--- src/rtl/cursor_ctrl.sv ---
// Cursor controller: synchronizes and debounces 4 direction and 3 action buttons,
// steps a 64x64 wrap-around cursor on press and on auto-repeat while held.
module cursor_ctrl #(
  parameter int DEB_CYCLES    = 16,
  parameter int REPEAT_DELAY  = 2000,
  parameter int REPEAT_PERIOD = 500
) (
  input  logic       clk,
  input  logic       rst_n,
  input  logic       enable,
  input  logic       btn_up,
  input  logic       btn_down,
  input  logic       btn_left,
  input  logic       btn_right,
  input  logic [2:0] btn_act,
  output logic [5:0] out_x,
  output logic [5:0] out_y,
  output logic [2:0] out_button,
  output logic       moved
);

  localparam int DW   = (DEB_CYCLES > 1) ? $clog2(DEB_CYCLES) : 1;
  localparam int RMAX = (REPEAT_DELAY > REPEAT_PERIOD) ? REPEAT_DELAY : REPEAT_PERIOD;
  localparam int RW   = (RMAX > 1) ? $clog2(RMAX) : 1;

  // Per-direction repeat state; rs_q is the observable FSM state for checkers.
  typedef enum logic [1:0] {RS_IDLE, RS_DELAY, RS_PERIOD} rep_state_t;

  // Bit order: 0 up, 1 down, 2 left, 3 right, 6:4 action buttons.
  logic [6:0]    raw;
  logic [6:0]    sync1, sync2, deb;
  logic [DW-1:0] deb_cnt [7];

  logic [3:0]    dir_prev;
  logic [3:0]    ok;
  logic [3:0]    step;
  rep_state_t    rs_q [4];
  rep_state_t    rs_d [4];
  logic [RW-1:0] rc_q [4];
  logic [RW-1:0] rc_d [4];
  logic [5:0]    x_next, y_next;

  assign raw = {btn_act, btn_right, btn_left, btn_down, btn_up};

  always_ff @(posedge clk or negedge rst_n) begin
    if (!rst_n) begin
      sync1 <= '0;
      sync2 <= '0;
      deb   <= '0;
      for (int i = 0; i < 7; i++) deb_cnt[i] <= '0;
    end else begin
      sync1 <= raw;
      sync2 <= sync1;
      for (int i = 0; i < 7; i++) begin
        if (sync2[i] == deb[i]) begin
          deb_cnt[i] <= '0;
        end else if (deb_cnt[i] == DW'(DEB_CYCLES - 1)) begin
          deb[i]     <= sync2[i];
          deb_cnt[i] <= '0;
        end else begin
          deb_cnt[i] <= deb_cnt[i] + 1'b1;
        end
      end
    end
  end

  // A direction may only step while enabled and its opposing partner is released.
  assign ok[0] = enable & ~(deb[0] & deb[1]);
  assign ok[1] = ok[0];
  assign ok[2] = enable & ~(deb[2] & deb[3]);
  assign ok[3] = ok[2];

  always_comb begin
    for (int d = 0; d < 4; d++) begin
      rs_d[d] = rs_q[d];
      rc_d[d] = rc_q[d];
      step[d] = 1'b0;
      if (!ok[d] || !deb[d]) begin
        rs_d[d] = RS_IDLE;
        rc_d[d] = '0;
      end else if (!dir_prev[d]) begin
        step[d] = 1'b1;
        rs_d[d] = RS_DELAY;
        rc_d[d] = '0;
      end else begin
        unique case (rs_q[d])
          RS_DELAY: begin
            if (rc_q[d] == RW'(REPEAT_DELAY - 1)) begin
              step[d] = 1'b1;
              rs_d[d] = RS_PERIOD;
              rc_d[d] = '0;
            end else if (rc_q[d] != RW'(RMAX - 1)) begin
              rc_d[d] = rc_q[d] + 1'b1;
            end
          end
          RS_PERIOD: begin
            if (rc_q[d] == RW'(REPEAT_PERIOD - 1)) begin
              step[d] = 1'b1;
              rc_d[d] = '0;
            end else if (rc_q[d] != RW'(RMAX - 1)) begin
              rc_d[d] = rc_q[d] + 1'b1;
            end
          end
          default: rc_d[d] = '0;  // held across enable rise or conflict: wait for release
        endcase
      end
    end

    x_next = out_x;
    if (step[3])      x_next = out_x + 6'd1;
    else if (step[2]) x_next = out_x - 6'd1;
    y_next = out_y;
    if (step[1])      y_next = out_y + 6'd1;
    else if (step[0]) y_next = out_y - 6'd1;
  end

  always_ff @(posedge clk or negedge rst_n) begin
    if (!rst_n) begin
      out_x      <= 6'd32;
      out_y      <= 6'd32;
      out_button <= '0;
      moved      <= 1'b0;
      dir_prev   <= '0;
      for (int d = 0; d < 4; d++) begin
        rs_q[d] <= RS_IDLE;
        rc_q[d] <= '0;
      end
    end else begin
      out_x      <= x_next;
      out_y      <= y_next;
      out_button <= enable ? deb[6:4] : 3'b000;
      moved      <= |step;
      dir_prev   <= deb[3:0];
      for (int d = 0; d < 4; d++) begin
        rs_q[d] <= rs_d[d];
        rc_q[d] <= rc_d[d];
      end
    end
  end

endmodule
--- config.mk ---
export PLATFORM = sky130hd
export DESIGN_NAME = cursor_ctrl
export DESIGN_NICKNAME = d
export VERILOG_FILES = /design/src/rtl/cursor_ctrl.sv
export SDC_FILE = /design/constraint.sdc
export NUM_CORES = 1
export LEC_CHECK = 0
export ABC_AREA = 1
export ABC_CLOCK_PERIOD_IN_PS = 3900
export BUFFER_PORTS_ARGS = -buffer_cell sky130_fd_sc_hd__buf_4
export CAP_MARGIN = 20
export CELL_PAD_IN_SITES_DETAIL_PLACEMENT = 0
export CELL_PAD_IN_SITES_GLOBAL_PLACEMENT = 1
export CORE_ASPECT_RATIO = 0.9
export CORE_MARGIN = 8
export CORE_UTILIZATION = 52
export DETAILED_ROUTE_END_ITERATION = 12
export PLACE_DENSITY_LB_ADDON = 0.12
export SYNTH_ARGS = -nofsm -noshare
export SYNTH_HDL_FRONTEND = slang
export SYNTH_SLANG_ARGS = --single-unit
--- constraint.sdc ---
create_clock -name clk -period 3.9 [get_ports clk]
set_input_delay 0.39 -clock clk [delete_from_list [all_inputs] [get_ports clk]]
set_output_delay 0.39 -clock clk [all_outputs]
set_load 0.05 [all_outputs]
==> run_results.csv <==
group,metric,value,unit
clocking,cts_resized,0,
clocking,clk_latency,0.42,ns
cells_and_area,drive_gt1_share,17.89,%
setup_path,cp_max_fo,5,
synthesis,synth_fp_nets,698,
clocking,root_buffer,"clkbuf_16",
place,place.gp.congestion,0.7688,
sta,tightest_slew,0.7847,ns
clocking,hold_buffers,0,
cells_and_area,post-route-util,61.73,%
sta,setup_viol,0,
route,ant_nets,0,
setup_path,critPathCaptureType,"flip-flop",
setup_path,rrSetupSlack,1.52,ns
die,start_util,53.41,%
clocking,clkSlewWorstSetupHoldPaths,0.05,ns
clocking,htree_levels,4,
place,dp_slack,1.514,ns
cells_and_area,fillCellCount,1027,
global_routing,antenna_found_initial,0,
die,coreArea,11480,um2
synthesis,avgSynthCellArea,9.362,um2
route,wirelength,10430,um
route,wl_per_cell,12.04,um
power_and_ir_drop,internal_power,2.275,mW
place,io_buffers,25,
global_routing,overflow,0,
power_and_ir_drop,p_seq_share,44.7,%
worst_hold_path,hp-class,"primary input to async pin",
cells_and_area,n_antenna_cell,0,
route,vias_per_cell,4.875,
global_routing,grt_start_max_net_pins,62,
cells_and_area,instances_no_fill,866,
sta,finalWorstSetupSlack,1.516,ns
die,io_pins,26,
synthesis,ys_ff_latch,121,
sta,finalCritPeriodShare,61.14,%
status,status,"finished clean",
power_and_ir_drop,ir_drop,306.7,uV
synthesis,async_flop_share,100.0,%
synthesis,synth_seq_area_share,49.42,%
sta,max_freq,419.4,MHz
sta,max-slew-margin-rel,47.69,%
place,dp_hpwl,7603,um
power_and_ir_drop,switching_share,22.45,%
sta,min_period,2.384,ns
synthesis,syn_area,6132,um2
clocking,cts_buffer_depth,2,
cells_and_area,area_growth,15.57,%
die,die_y,119.0,um
global_routing,grt_pass1_wl,18740,um
setup_path,critPathLaunchType,"flip-flop",
synthesis,ys_warn_count,0,
die,dieArea,15530,um2
route,drt_iter0_drc,211,
synthesis,ys_types,40,
power_and_ir_drop,power_leakage,3.221,nW
setup_path,arrival,2.73,ns
power_and_ir_drop,p_clk_share,50.2,%
setup_path,criticalPathCategory,"flip-flop to flip-flop",
place,dp_cells,836,
power_and_ir_drop,power.density,414.0,nW/um2
cells_and_area,final_area,7087,um2
clocking,cts_setup_buffers,0,
route,drc,0,
global_routing,grt_pass1_vias,4230,
sta,slew_viol_final,0,
run,drv_cap,0,
sta,rsz0062_at_grt,"false",
die,rows,37,
place,dpl_cell_area,6528,um2
cells_and_area,nNetsFinal,742,
synthesis,netlist_instances,655,
sta,skew,0.007751,ns
sta,hold_viol,0,
power_and_ir_drop,power_switching,658.9,uW
sta,setup_tns,0,ns
synthesis,synth_top_flop_cell,"dfrtp_1",
route,vias,4222,
setup_path,worst_ep_required_time,4.25,ns
route,drtPass1Iterations,4,
global_routing,grt_usage,14.96,%
clocking,numCtsBuffers,17,
clocking,cts_tree,"yes",
die,die_x,130.5,um
clocking,cts.sinks,121,
power_and_ir_drop,pwr-share-comb,5.1,%
synthesis,synth_edf_count,0,
-- logic make-up (layout without fill, tap and decap cells) --
kind of cell / Yosys count / after routing / share of synthesized area [%]
AND/OR/NAND/NOR: 320 / 320 / 25.85
flip-flops: 121 / 121 / 49.42
buffers and inverters: 77 / 132 / 4.856
XOR/XNOR: 55 / 55 / 7.856
AO/OA/AOI/OAI: 45 / 45 / 4.326
adder cells (fa/ha/maj): 33 / 33 / 6.978
multiplexers: 4 / 4 / 0.7141
-- stage by stage --
step	power, mW	hold WS [ns]
detailed placement	1.488	0.3379
global route	3.045	0.06547
global placement	1.482	0.3362
CTS	2.977	0.06581
finish	2.934	0.05395
floorplan	1.425	0.09441
-- final timing paths --
check	startpoint	end	cells past startpoint
worst min register to register	sync1[2]	sync2[2]	0
min in group clk	btn_up	sync1[0]	1
worst max-delay path	rc_q[22]	out_y[5]	17
worst max register to register	rc_q[22]	out_y[5]	17
worst min-delay path	rst_n	rc_q[15]	1
max in group asynchronous	rst_n	deb_cnt[20]	2
-- power by group through the flow --
| stage | logic, mW | registers (mW) | clock network (mW) |
|---|---|---|---|
| after global placement | 0.151 | 1.33 | 0 |
| after global routing | 0.173 | 1.31 | 1.56 |
| final | 0.151 | 1.31 | 1.47 |
| after CTS | 0.155 | 1.31 | 1.51 |
| after detailed placement | 0.155 | 1.33 | 0 |
| after floorplan | 0.0769 | 1.35 | 0 |
-- cells in the mapped netlist, drive strengths merged, types with 3 or more instances --
cell type	count	area [um2]
inv	76	290.3
or2	4	25.02
xor2	26	227.7
nor2	124	550.5
o21ai	18	93.84
mux2	3	33.78
dfrtp	119	2978
nor3	12	70.07
ha	31	387.9
xnor2	29	254.0
nand3	53	355.3
nand2	114	494.2
nand4	9	62.56
a21oi	20	103.9
-- layer usage --
layer,vias up,share of wire [%],track usage [%]
li1,2175,-,-
met1,1980,51,19.96
met2,47,44,22.16
met3,20,3.6,4.193
met4,0,2.1,6.810
met5,-,0,0
-- critical path, cell delays in order (launching register included) --
cell and delay [ns]:
dfrtp_1 0.37, ha_1 0.21, nand3_1 0.17, nor2_1 0.14, nand3_1 0.07, nand2_1 0.07, nand2_1 0.06, nand2_2 0.10
inv_1 0.12, ha_1 0.35, a21oi_1 0.17, o21ai_0 0.09, nor2_1 0.13, inv_1 0.05, nand2_1 0.08, nand2_1 0.05
nand2_1 0.05, nand2_1 0.05
-- layout make-up --
type / instances / area [um2] / share of cell area, %
sequential: 121 / 3030 / 42.76
inverter: 76 / 290.3 / 4.096
tap: 156 / 195.2 / 2.754
multi-input combinational: 457 / 2804 / 39.57
timing repair buffer: 26 / 207.7 / 2.931
clock inverter: 11 / 126.4 / 1.783
clock buffer: 19 / 432.9 / 6.109
-- placed cells by master, fill, tap and decap left out, types with 4 or more instances in the layout --
master,instances
nand2_1,99
nand3_2,8
dfrtp_1,119
clkinvlp_4,4
a21oi_1,19
inv_1,66
nor3_1,10
o21ai_0,12
nor2_4,6
nand3_4,4
nand2_2,11
xnor2_1,29
nor2_2,16
nand4_1,8
ha_1,31
clkbuf_16,17
xor2_1,26
nor2_1,102
inv_2,8
buf_4,25
nand3_1,41
o21ai_1,5
-- sequential cells by signal, indices dropped and copies added (netlist names) --
name	flops
deb	7
deb_cnt	28
out_x	6
out_button	3
moved	1
rs_q	8
out_y	6
sync2	7
sync1	7
dir_prev	4
rc_q	44
(Power assumes the default switching activity.)
